### src/rtl/display_scan.sv
// display_scan -- four-digit multiplexed 7-segment scanner.
//
// Purpose:
//   Takes a slow scan clock from the LED divider, treats it as data
//   (synchronized and edge-detected), and on every rising edge steps to the
//   next of four digits. Each step first blanks all anodes for at least one
//   cycle, then drives the new digit. Digits can be blanked or blinked
//   individually. The blink phase is shared by all digits and toggles every
//   BLINK_STEPS scan steps.
//
// Ports:
//   clk         system clock. All state changes on its rising edge.
//   reset       synchronous, active-low reset.
//   clk_leds    divided scan clock. Asynchronous to clk and used only as data.
//   digits      four BCD nibbles. digits[4i+3:4i] belongs to digit i.
//   blank_mask  bit i=1 forces digit i dark.
//   blink_en    bit i=1 makes digit i blink.
//   dots        bit i=1 lights the decimal point of digit i.
//   an          active-low digit enables.
//   seg         active-low segments {g,f,e,d,c,b,a}.
//   dp          active-low decimal point.
//   scan_tick   one-cycle pulse per accepted scan step.

module display_scan #(
    parameter int BLINK_STEPS = 256
) (
    input  logic        clk,
    input  logic        reset,
    input  logic        clk_leds,
    input  logic [15:0] digits,
    input  logic [3:0]  blank_mask,
    input  logic [3:0]  blink_en,
    input  logic [3:0]  dots,
    output logic [3:0]  an,
    output logic [6:0]  seg,
    output logic        dp,
    output logic        scan_tick
);

    localparam logic [15:0] LP_BLINK_LAST = 16'(BLINK_STEPS - 1);

    // ST_BLANK: anodes are off and a digit load is pending for r_idx.
    typedef enum logic {ST_SHOW, ST_BLANK} state_t;

    state_t      r_state;
    state_t      w_state_next;

    logic        r_sync1;
    logic        r_sync2;
    logic        r_prev;
    logic        r_scan_tick;
    logic        w_step;

    logic [1:0]  r_idx;
    logic [15:0] r_blink_cnt;
    logic        r_blink_phase;
    logic        r_load_phase;

    logic [3:0]  r_an;
    logic [6:0]  r_seg;
    logic        r_dp;

    logic [3:0]  w_nibble;
    logic        w_dark;
    logic [6:0]  w_seg_dec;
    logic [3:0]  w_an_load;

    assign w_step = r_sync2 & ~r_prev;

    // State register
    always_ff @(posedge clk) begin
        if (!reset) begin
            r_state <= ST_SHOW;
        end else begin
            r_state <= w_state_next;
        end
    end

    // A step always (re)enters the blank state, including a step that
    // arrives while a load is still pending. That step extends the blanking.
    always_comb begin
        w_state_next = r_state;
        if (r_scan_tick) begin
            w_state_next = ST_BLANK;
        end else if (r_state == ST_BLANK) begin
            w_state_next = ST_SHOW;
        end
    end

    // Load-time decode for the digit selected by r_idx
    assign w_nibble = digits[{r_idx, 2'b00} +: 4];
    assign w_dark   = blank_mask[r_idx] | (blink_en[r_idx] & r_load_phase);

    generate
        for (genvar gi = 0; gi < 4; gi++) begin : g_an
            assign w_an_load[gi] = (r_idx != 2'(gi));
        end
    endgenerate

    always_comb begin
        w_seg_dec = 7'b0111111;
        case (w_nibble)
            4'd0:    w_seg_dec = 7'b1000000;
            4'd1:    w_seg_dec = 7'b1111001;
            4'd2:    w_seg_dec = 7'b0100100;
            4'd3:    w_seg_dec = 7'b0110000;
            4'd4:    w_seg_dec = 7'b0011001;
            4'd5:    w_seg_dec = 7'b0010010;
            4'd6:    w_seg_dec = 7'b0000010;
            4'd7:    w_seg_dec = 7'b1111000;
            4'd8:    w_seg_dec = 7'b0000000;
            4'd9:    w_seg_dec = 7'b0010000;
            default: w_seg_dec = 7'b0111111;
        endcase
    end

    // Datapath and registered outputs
    always_ff @(posedge clk) begin
        if (!reset) begin
            r_sync1       <= 1'b0;
            r_sync2       <= 1'b0;
            r_prev        <= 1'b0;
            r_scan_tick   <= 1'b0;
            r_idx         <= 2'd0;
            r_blink_cnt   <= 16'd0;
            r_blink_phase <= 1'b0;
            r_load_phase  <= 1'b0;
            r_an          <= 4'b1111;
            r_seg         <= 7'b1111111;
            r_dp          <= 1'b1;
        end else begin
            r_sync1     <= clk_leds;
            r_sync2     <= r_sync1;
            r_prev      <= r_sync2;
            r_scan_tick <= w_step;

            if (r_scan_tick) begin
                r_idx <= r_idx + 2'd1;
                r_an  <= 4'b1111;
                // The digit loaded for this step uses the phase of the
                // interval the step belongs to, captured before the wrap.
                r_load_phase <= r_blink_phase;
                if (r_blink_cnt == LP_BLINK_LAST) begin
                    r_blink_cnt   <= 16'd0;
                    r_blink_phase <= ~r_blink_phase;
                end else begin
                    r_blink_cnt <= r_blink_cnt + 16'd1;
                end
            end else if (r_state == ST_BLANK) begin
                r_an  <= w_an_load;
                r_seg <= w_dark ? 7'b1111111 : w_seg_dec;
                r_dp  <= w_dark ? 1'b1 : ~dots[r_idx];
            end
        end
    end

    assign an        = r_an;
    assign seg       = r_seg;
    assign dp        = r_dp;
    assign scan_tick = r_scan_tick;

endmodule

### config.mk
export PLATFORM = sky130hd
export DESIGN_NAME = display_scan
export DESIGN_NICKNAME = d
export VERILOG_FILES = /design/src/rtl/display_scan.sv
export SDC_FILE = /design/constraint.sdc
export NUM_CORES = 1
export LEC_CHECK = 0
export CAP_MARGIN = 20
export CORE_AREA = 2 2 65 67
export DETAILED_ROUTE_END_ITERATION = 12
export DIE_AREA = 0 0 67 69
export PLACE_DENSITY = 0.81
export SLEW_MARGIN = 20
export SYNTH_ARGS = -nofsm -noshare
export SYNTH_HDL_FRONTEND = slang
export SYNTH_SLANG_ARGS = --single-unit
### constraint.sdc
create_clock -name clk -period 2.75 [get_ports clk]
set_clock_uncertainty 0.15 [all_clocks]
set_input_delay 0.55 -clock clk [delete_from_list [all_inputs] [get_ports clk]]
set_output_delay 0.55 -clock clk [all_outputs]
set_load 0.1 [all_outputs]
==> qor.csv, run 1 <==
metric,value,unit
cts_buffer_depth,2,
worst_ir_drop_vdd,0.0003441,V
layout-area-overhead-vs-synth,26.19,%
synth_top_cell_by_area,sky130_fd_sc_hd__dfxtp_1,
drt-vias-per-instance,5.346,
yosysWarningCount,0,
floorplan.die.width,67,um
core,0.003914,mm^2
leakagePower,0.9323,nW
grt_util_all_layers,0.1749,
fin_crit,2.333,ns
fillCellCount,362,
cap_viol_max_count,0,
critical_path_class,in -> reg,
timing.reg2reg.setup_slack,0.56,ns
finish.utilization,0.6176,
antennaDiodeCount,0,
finalCritPeriodShare,0.8482,
num_rows,23,
preCtsSetupSlack,0.1378,ns
critical_path.top_delay_family,multiplexers,
synth_area,0.001916,mm^2
clock_tree.htree_level_count,2,
largest_net_degree_at_the_start_of_global_routing,16,
worstPathMaxFanout,5,
yosys-top-cells-area,"sky130_fd_sc_hd__dfxtp_1 (39%), sky130_fd_sc_hd__ha_1 (7.2%), sky130_fd_sc_hd__mux4_1 (6.9%)",
finalWeightedCongestion,0.7615,
ctsResizeCount,0,
worst_setup_path_endpoint,seg[3],
timing.rr.end,seg[3],
worst-path-buf-inv,3,
crit_path_cell_trace,"clkdlybuf4s50_1, mux4_1, inv_1, ha_1, inv_1, mux2i_1, o21a_1, a21oi_1",
power-per-cell-area,441.5,mW/mm^2
critical-path-max-stage-delay,0.60,ns
area_share_of_the_largest_cell_type_after_synthesis,0.3867,
worstMarginPinSlew,0.6611,ns
worstPathRequired,2.82,ns
dr_total_vias,1561,
critical_path_depth,8,
min-delay-path-class,reg -> reg,
clk_root_buffer_cell,sky130_fd_sc_hd__clkbuf_8,
yosysUniqueCellTypes,36,
cts_tree,built,
drive_above_1_share,0.1157,
syn_area_per_cell,9.578,um^2
vias_in_the_first_global_route,1442,
global_route_wire_length_before_repair,6389,um
seq_area,740.7,um^2
die_height,69,um
cp_data_arrival_time,2.40,ns
end_kind,flop,
total_power,1.067,mW
buffer_ports.inserted,43,
slowest_stage,sky130_fd_sc_hd__mux4_1,
cts_buffers,5,
maxClockFrequency,428.7,MHz
clk_transition_reported_paths,0.07,ns
synth_seq_cells,37,
crit_path_frequent_cell,sky130_fd_sc_hd__inv_1,
cts.hold.buffers_added,0,
worstSetupStartpointType,input port,
postCtsSetupRepairBufs,0,
clkSinkCount,37,
postSynthCellCount,200,
multi_input_area,0.001064,mm^2
report.final.slew_viol_count,0,
routed_wirelength,3719,um
drtIter0Drc,59,
slew_headroom,0.5584,
final_nets,283,
initial_antenna_violation_count,0,
start_util,0.4895,
crit_start,digits[5],
rr_startpoint,r_idx[0],
grt_setup_unrepaired,no,
ios,44,
number_of_cells_traversed_by_the_worst_register_to_register_path,7,
status,"complete, no violations",
dr.pass1.iters,4,
mappedNetlistNets,242,
detail_route.drc_violations,0,
overflow,0,
setup_viol_count_final,0,
timing_hold_violations_final,0,
yosysSeqAreaShare,0.3867,
clk-insertion-delay-late,0.28,ns
final_hpwl_from_detailed_placement,2759,um
ant_nets,0,
layout_setup_ws,0.4175,ns
design.die.area,0.004623,mm^2
avgRoutedWirePerCell,12.74,um
setup-tns-final,0,ns
==> synthesized netlist by cell type <==
library cell,n
sky130_fd_sc_hd__dfxtp_1,37
sky130_fd_sc_hd__nor2_1,17
sky130_fd_sc_hd__nand2_1,15
sky130_fd_sc_hd__a21oi_1,11
sky130_fd_sc_hd__ha_1,11
sky130_fd_sc_hd__xor2_1,10
sky130_fd_sc_hd__inv_1,9
sky130_fd_sc_hd__o21ai_0,9
sky130_fd_sc_hd__mux2i_1,7
sky130_fd_sc_hd__nand3_1,6
sky130_fd_sc_hd__nand4_1,6
sky130_fd_sc_hd__and2_1,5
sky130_fd_sc_hd__mux4_1,5
sky130_fd_sc_hd__nor3_1,5
sky130_fd_sc_hd__buf_6,4
sky130_fd_sc_hd__or3_1,4
sky130_fd_sc_hd__and3_1,3
sky130_fd_sc_hd__and4_1,3
sky130_fd_sc_hd__buf_1,3
sky130_fd_sc_hd__clkbuf_1,3
sky130_fd_sc_hd__nor2b_1,3
sky130_fd_sc_hd__o21a_1,3
sky130_fd_sc_hd__a31oi_1,2
sky130_fd_sc_hd__buf_2,2
sky130_fd_sc_hd__mux4_2,2
sky130_fd_sc_hd__nand2b_1,2
sky130_fd_sc_hd__nor4_1,2
sky130_fd_sc_hd__o32a_1,2
sky130_fd_sc_hd__xnor2_1,2
sky130_fd_sc_hd__a21boi_4,1
sky130_fd_sc_hd__and2_0,1
sky130_fd_sc_hd__o211ai_1,1
sky130_fd_sc_hd__o21ai_1,1
sky130_fd_sc_hd__o31ai_1,1
sky130_fd_sc_hd__or2_4,1
sky130_fd_sc_hd__or4_1,1
==> where the power goes <==
group / internal, mW / total, mW / switching [mW]
Clock: 0.203 / 0.394 / 0.191
Combinational: 0.0719 / 0.128 / 0.0562
Sequential: 0.540 / 0.545 / 0.00504
==> worst reg2reg max path, cell delays in order, from the launching register on <==
cell	delay (ns)
sky130_fd_sc_hd__dfxtp_1	0.45
sky130_fd_sc_hd__mux4_1	0.68
sky130_fd_sc_hd__inv_1	0.15
sky130_fd_sc_hd__ha_1	0.26
sky130_fd_sc_hd__inv_1	0.06
sky130_fd_sc_hd__mux2i_1	0.06
sky130_fd_sc_hd__o21a_1	0.18
sky130_fd_sc_hd__a21oi_1	0.13
==> flip-flops by register name (all words and copies together), names as in the netlist <==
name	flops
r_blink_cnt	16
r_blink_phase	1
an	4
r_state	1
r_load_phase	1
dp	1
r_sync2	1
r_idx	2
scan_tick	1
r_sync1	1
seg	7
r_prev	1
==> cell families (layout without fill, tap and decap cells) <==
| logic type | Yosys count | count (layout) | share of synthesized area |
|---|---|---|---|
| AND/OR/NAND/NOR | 74 | 74 | 0.1986 |
| adder cells (fa/ha/maj) | 11 | 11 | 0.07185 |
| multiplexers | 14 | 14 | 0.1287 |
| flip-flops | 37 | 37 | 0.3867 |
| XOR/XNOR | 12 | 12 | 0.05487 |
| buffers and inverters | 21 | 63 | 0.05813 |
| AO/OA/AOI/OAI | 31 | 31 | 0.1012 |
==> layout make-up <==
type                    instances  share of cell area
clock inverters                 2            0.005694
well taps                      50             0.02588
multi-input cells             142              0.4400
clock buffers                   6             0.03416
repair buffers                 46              0.1739
flip-flops and latches         37              0.3064
inverters                       9             0.01398
==> metal layers <==
metal,part of all wire,vias to the layer above,global-route usage,routed length (um)
met4,0.0070,0,0.05215,26
met5,0,-,0,0
met1,0.46,734,0.2249,1726
li1,-,786,-,-
met2,0.48,39,0.2761,1794
met3,0.046,2,0.05710,172
==> layout by cell type, fill, tap and decap left out, types with 9 or more instances in the layout <==
master	instances
sky130_fd_sc_hd__a21oi_1	11
sky130_fd_sc_hd__buf_4	16
sky130_fd_sc_hd__clkdlybuf4s50_1	30
sky130_fd_sc_hd__dfxtp_1	37
sky130_fd_sc_hd__ha_1	11
sky130_fd_sc_hd__inv_1	9
sky130_fd_sc_hd__nand2_1	15
sky130_fd_sc_hd__nor2_1	17
sky130_fd_sc_hd__o21ai_0	9
sky130_fd_sc_hd__xor2_1	10
==> worst min-delay path by stage <==
stage                           end    from  slack [ns]  depth (start not counted)
after floorplan           scan_tick  r_prev        0.22                          1
after detailed placement  scan_tick  r_prev        0.23                          1
final                     scan_tick  r_prev        0.24                          1
after global placement    scan_tick  r_prev        0.23                          1
after global routing      scan_tick  r_prev        0.25                          1
after CTS                 scan_tick  r_prev        0.24                          1
==> through the flow <==
step	hold WS, ns	area, um^2	instances
after detailed placement	0.2341	2321	284
after global routing	0.2505	2417	292
final	0.2394	2417	292
after CTS	0.2448	2417	292
after global placement	0.2258	2321	284
after floorplan	0.2174	1916	200
Power figures use the tool's default switching activity.
==> inputs of run 2 (changes only) <==
- CORE_AREA: 2 2 65 67 -> 2 2 69 71
- DIE_AREA: 0 0 67 69 -> 0 0 71 73
- PLACE_DENSITY: 0.81 -> 0.76
- clock period: 2.75 -> 2.1 ns (I/O delays scaled with it)
==> run 2 against run 1 <==
Net effect:
- setup slack got worse by 0.32 ns
- count of clock-buffer cells in the layout rose by 1
- die area rose by 12%
- flip-flop and latch count did not move
- global-route usage fell by 1.3 points
- sequential power rose by 31%
- sequential share of layout area fell by 1.3 points
- total power rose by 30%
- worst hold slack barely moved
- clock power rose by 25%
- critical path depth fell by 1
==> qor.csv, run 2 (same netlist as run 1, synthesis figures left out) <==
metric,value,unit
grt_util_all_layers,0.1616,
dr.pass1.iters,4,
timing_hold_violations_final,0,
cap_viol_max_count,0,
clock_tree.htree_level_count,2,
final_nets,298,
total_power,1.390,mW
largest_register_ffs,16,
core,0.004536,mm^2
ios,44,
antennaDiodeCount,0,
detail_route.drc_violations,0,
worst_ir_drop_vdd,0.0002972,V
num_rows,25,
report.final.slew_viol_count,0,
postCtsSetupRepairBufs,0,
layout_setup_ws,0.09312,ns
critical_path_class,in -> reg,
layout-area-overhead-vs-synth,32.40,%
fillCellCount,372,
routed_wirelength,3851,um
multi_input_area,0.001060,mm^2
grt_setup_unrepaired,no,
drt-vias-per-instance,5.139,
initial_antenna_violation_count,0,
largest_net_degree_at_the_start_of_global_routing,15,
largest_register,r_blink_cnt,
worstPathMaxFanout,3,
finalWeightedCongestion,0.7675,
min-delay-path-class,reg -> reg,
cts_tree,built,
start_util,0.4223,
dr_total_vias,1593,
timing.reg2reg.setup_slack,0.11,ns
worst_hold_slack,0.2390,ns
worstSetupStartpointType,input port,
final_hpwl_from_detailed_placement,3044,um
layout_commonest_cell,sky130_fd_sc_hd__dfxtp_1,
cp_data_arrival_time,2.07,ns
setup_viol_count_final,0,
fin_crit,2.007,ns
finish.utilization,0.5592,
end_kind,flop,
drtIter0Drc,80,
most-common-layout-cells,"sky130_fd_sc_hd__dfxtp_1 (35), sky130_fd_sc_hd__clkdlybuf4s50_1 (30), sky130_fd_sc_hd__buf_4 (30)",
drive_above_1_share,0.1836,
global_route_wire_length_before_repair,6610,um
clkSinkCount,37,
cts.hold.buffers_added,0,
clk-insertion-delay-late,0.28,ns
die_height,73,um
floorplan.die.width,71,um
slew_headroom,0.6125,
seq_area,743.2,um^2
leakagePower,1.001,nW
cts_buffer_depth,2,
ant_nets,0,
overflow,0,
maxClockFrequency,498.3,MHz
finalCritPeriodShare,0.9557,
cts_buffers,5,
preCtsSetupSlack,-0.2580,ns
vias_in_the_first_global_route,1514,
clk_transition_reported_paths,0.07,ns
design.die.area,0.005183,mm^2
worstPathRequired,2.16,ns
clk_root_buffer_cell,sky130_fd_sc_hd__clkbuf_8,
power-per-cell-area,548.0,mW/mm^2
worstMarginPinSlew,0.5812,ns
status,"complete, no violations",
buffer_ports.inserted,43,
avgRoutedWirePerCell,12.42,um
-- run 2: changes by cell type in the layout (fill, tap and decap cells not counted), sizes merged --
| cell | previous run | this run |
|---|---|---|
| buf | 16 | 31 |
| clkbuf | 6 | 7 |
| clkinv | 2 | 0 |
-- run 2: worst max-delay path: stages --
cell and delay (ns):
sky130_fd_sc_hd__clkdlybuf4s50_1 0.40, sky130_fd_sc_hd__mux4_2 0.49, sky130_fd_sc_hd__inv_2 0.09, sky130_fd_sc_hd__ha_1 0.14, sky130_fd_sc_hd__inv_1 0.05, sky130_fd_sc_hd__or3_1 0.37, sky130_fd_sc_hd__a31oi_1 0.12
-- run 2: path summary, 6_finish.rpt --
kind	start	to	cells after the start
min reg2reg	r_prev	scan_tick	1
min	r_prev	scan_tick	1
max	digits[12]	seg[2]	7
max reg2reg	r_idx[0]	seg[2]	5
-- run 2: area by class of cell --
| cell class | count | area share |
|---|---|---|
| Multi-Input combinational cell | 142 | 0.4179 |
| Sequential cell | 37 | 0.2930 |
| Timing Repair Buffer | 61 | 0.2151 |
| Clock buffer | 7 | 0.03404 |
| Tap cell | 54 | 0.02664 |
| Inverter | 9 | 0.01332 |
-- run 2: metrics by stage --
step | cell area [um^2] | setup TNS (ns) | instances
floorplan | 1913 | 0 | 200
global placement | 2449 | -1.391 | 303
detailed placement | 2449 | -1.849 | 303
CTS | 2540 | 0 | 310
global route | 2536 | 0 | 310
finish | 2536 | 0 | 310
-- run 2: metal layers --
| metal | vias up | GRT usage | part of all wire |
|---|---|---|---|
| li1 | 815 | - | - |
| met5 | - | 0 | 0 |
| met2 | 25 | 0.2949 | 0.51 |
| met1 | 748 | 0.1863 | 0.45 |
| met3 | 5 | 0.04420 | 0.033 |
| met4 | 0 | 0.04403 | 0.014 |
-- run 2: timing repair --
action / in CTS / in global routing
endpoints found under the setup margin: 15 / 3
pin swaps: 0 / 1
cloned: 0 / 0
gates resized for setup: 2 / 2
-- run 2: report_power, final --
| part | switching [mW] | leakage (nW) | total [mW] | internal (mW) |
|---|---|---|---|---|
| combinational | 0.0776 | 0.657 | 0.184 | 0.107 |
| clock | 0.232 | 0.0443 | 0.492 | 0.260 |
| sequential | 0.00558 | 0.300 | 0.714 | 0.708 |
==> inputs of run 3 (changes only) <==
- CTS_BUF_LIST: default -> sky130_fd_sc_hd__clkbuf_16
==> run 3 against run 2 <==
Net effect:
- total power increased by 14%
- largest cell class unchanged
- utilization increased by 1.0 points
- worst hold slack worse by 0.0049 ns
- final area is 1.8% higher
- count of clock-buffer cells in the layout shrank 2
==> qor.csv, run 3 (same netlist as run 1, synthesis figures left out) <==
metric,value,unit
number_of_cells_traversed_by_the_worst_register_to_register_path,5,
largest_register,r_blink_cnt,
status,"complete, no violations",
worstPathMaxFanout,3,
largest_net_degree_at_the_start_of_global_routing,15,
layout_commonest_cell,sky130_fd_sc_hd__dfxtp_1,
antennaDiodeCount,0,
core,0.004536,mm^2
buffer_ports.inserted,43,
largest_register_ffs,16,
slowest_stage,sky130_fd_sc_hd__mux4_2,
cap_viol_max_count,0,
finalCritPeriodShare,0.9600,
worst_ir_drop_vdd,0.0003185,V
fin_crit,2.016,ns
most-common-layout-cells,"sky130_fd_sc_hd__dfxtp_1 (35), sky130_fd_sc_hd__clkdlybuf4s50_1 (30), sky130_fd_sc_hd__buf_4 (30)",
grt_util_all_layers,0.1648,
grt_setup_unrepaired,no,
cts.hold.buffers_added,0,
worst-path-buf-inv,3,
floorplan.die.width,71,um
critical-path-max-stage-delay,0.49,ns
critical_path.top_delay_family,buffers and inverters,
worst_hold_slack,0.2341,ns
clock_tree.htree_level_count,2,
finalWeightedCongestion,0.7675,
dr.pass1.iters,4,
num_rows,25,
die_height,73,um
overflow,0,
clk_transition_reported_paths,0.05,ns
final_hpwl_from_detailed_placement,3044,um
drt-vias-per-instance,5.126,
clk_root_buffer_cell,sky130_fd_sc_hd__clkbuf_16,
dr_total_vias,1589,
clk-insertion-delay-late,0.27,ns
avgRoutedWirePerCell,12.66,um
finish.utilization,0.5694,
drtIter0Drc,75,
end_kind,flop,
timing_hold_violations_final,0,
setup_viol_count_final,0,
ios,44,
min_delay_path_depth,1,
final_nets,298,
worstPathRequired,2.15,ns
crit_path_cell_trace,"clkdlybuf4s50_1, mux4_2, inv_2, ha_1, inv_1, or3_1, a31oi_1",
critical_path_depth,7,
cts_buffers,5,
initial_antenna_violation_count,0,
detail_route.drc_violations,0,
ant_nets,0,
layout-area-overhead-vs-synth,34.81,%
drive_above_1_share,0.1797,
routed_wirelength,3926,um
critical_path_class,in -> reg,
cts_buffer_depth,2,
leakagePower,1.026,nW
report.final.slew_viol_count,0,
power-per-cell-area,611.8,mW/mm^2
cp_data_arrival_time,2.07,ns
worstSetupStartpointType,input port,
global_route_wire_length_before_repair,6762,um
min-delay-path-class,reg -> reg,
maxClockFrequency,496.0,MHz
vias_in_the_first_global_route,1531,
start_util,0.4223,
clkSinkCount,37,
worstMarginPinSlew,0.5988,ns
cts_tree,built,
design.die.area,0.005183,mm^2
slew_headroom,0.6008,
[run 3: cell count changes in the layout (fill, tap and decap cells not counted), sizes merged]
cell,change
clkbuf,-2
inv,+1
clkinv,+1
[run 3: path summary, 6_finish.rpt]
check | start | to | slack [ns]
worst max register to register | r_idx[0] | seg[2] | 0.11
worst min-delay path | r_prev | scan_tick | 0.23
worst min register to register | r_prev | scan_tick | 0.23
worst max-delay path | digits[12] | seg[2] | 0.08
[run 3: metal layers]
layer | share of wire | vias to the layer above | GRT usage
met4 | 0.011 | 0 | 0.04403
met1 | 0.44 | 741 | 0.1888
li1 | - | 817 | -
met3 | 0.037 | 4 | 0.04006
met5 | 0 | - | 0
met2 | 0.51 | 27 | 0.3063
[run 3: through the flow]
step | setup slack (ns) | cell area, um^2 | cells | TNS (ns) | total power [mW]
floorplan | 0.003979 | 1913 | 200 | 0 | 0.8261
global placement | -0.2199 | 2449 | 303 | -1.391 | 0.9107
detailed placement | -0.2580 | 2449 | 303 | -1.849 | 0.9145
CTS | 0.001996 | 2585 | 310 | 0 | 1.598
global route | 0.0008067 | 2582 | 310 | 0 | 1.648
finish | 0.08395 | 2582 | 310 | 0 | 1.580
[run 3: cell type report]
cell class / instances / area (um^2)
multi-input combinational: 142 / 1060
fill: 374 / 1953
tap: 54 / 67.56
clock inverter: 2 / 7.507
inverter: 9 / 33.78
timing repair buffer: 61 / 545.5
sequential: 37 / 743.2
clock buffer: 5 / 125.1
[run 3: report_power, final]
group	switching, mW	internal [mW]	leakage, nW
registers	0.00560	0.709	0.300
clock network	0.256	0.424	0.0685
logic	0.0780	0.107	0.657
total	0.340	1.24	1.03
[run 3: repair_timing]
action,4_1_cts,5_1_grt
setup buffers,0,0
gates resized for setup,1,3
setup endpoints to repair,14,6
pin swaps,0,1
[run 3: worst reg2reg max path: cells and delay by family, from the launching register on]
family / cells / cell delay [ns]
compound gates: 2 / 0.30
buf+inv: 1 / 0.16
flops: 1 / 0.40
mux: 1 / 0.58
simple gates: 1 / 0.28
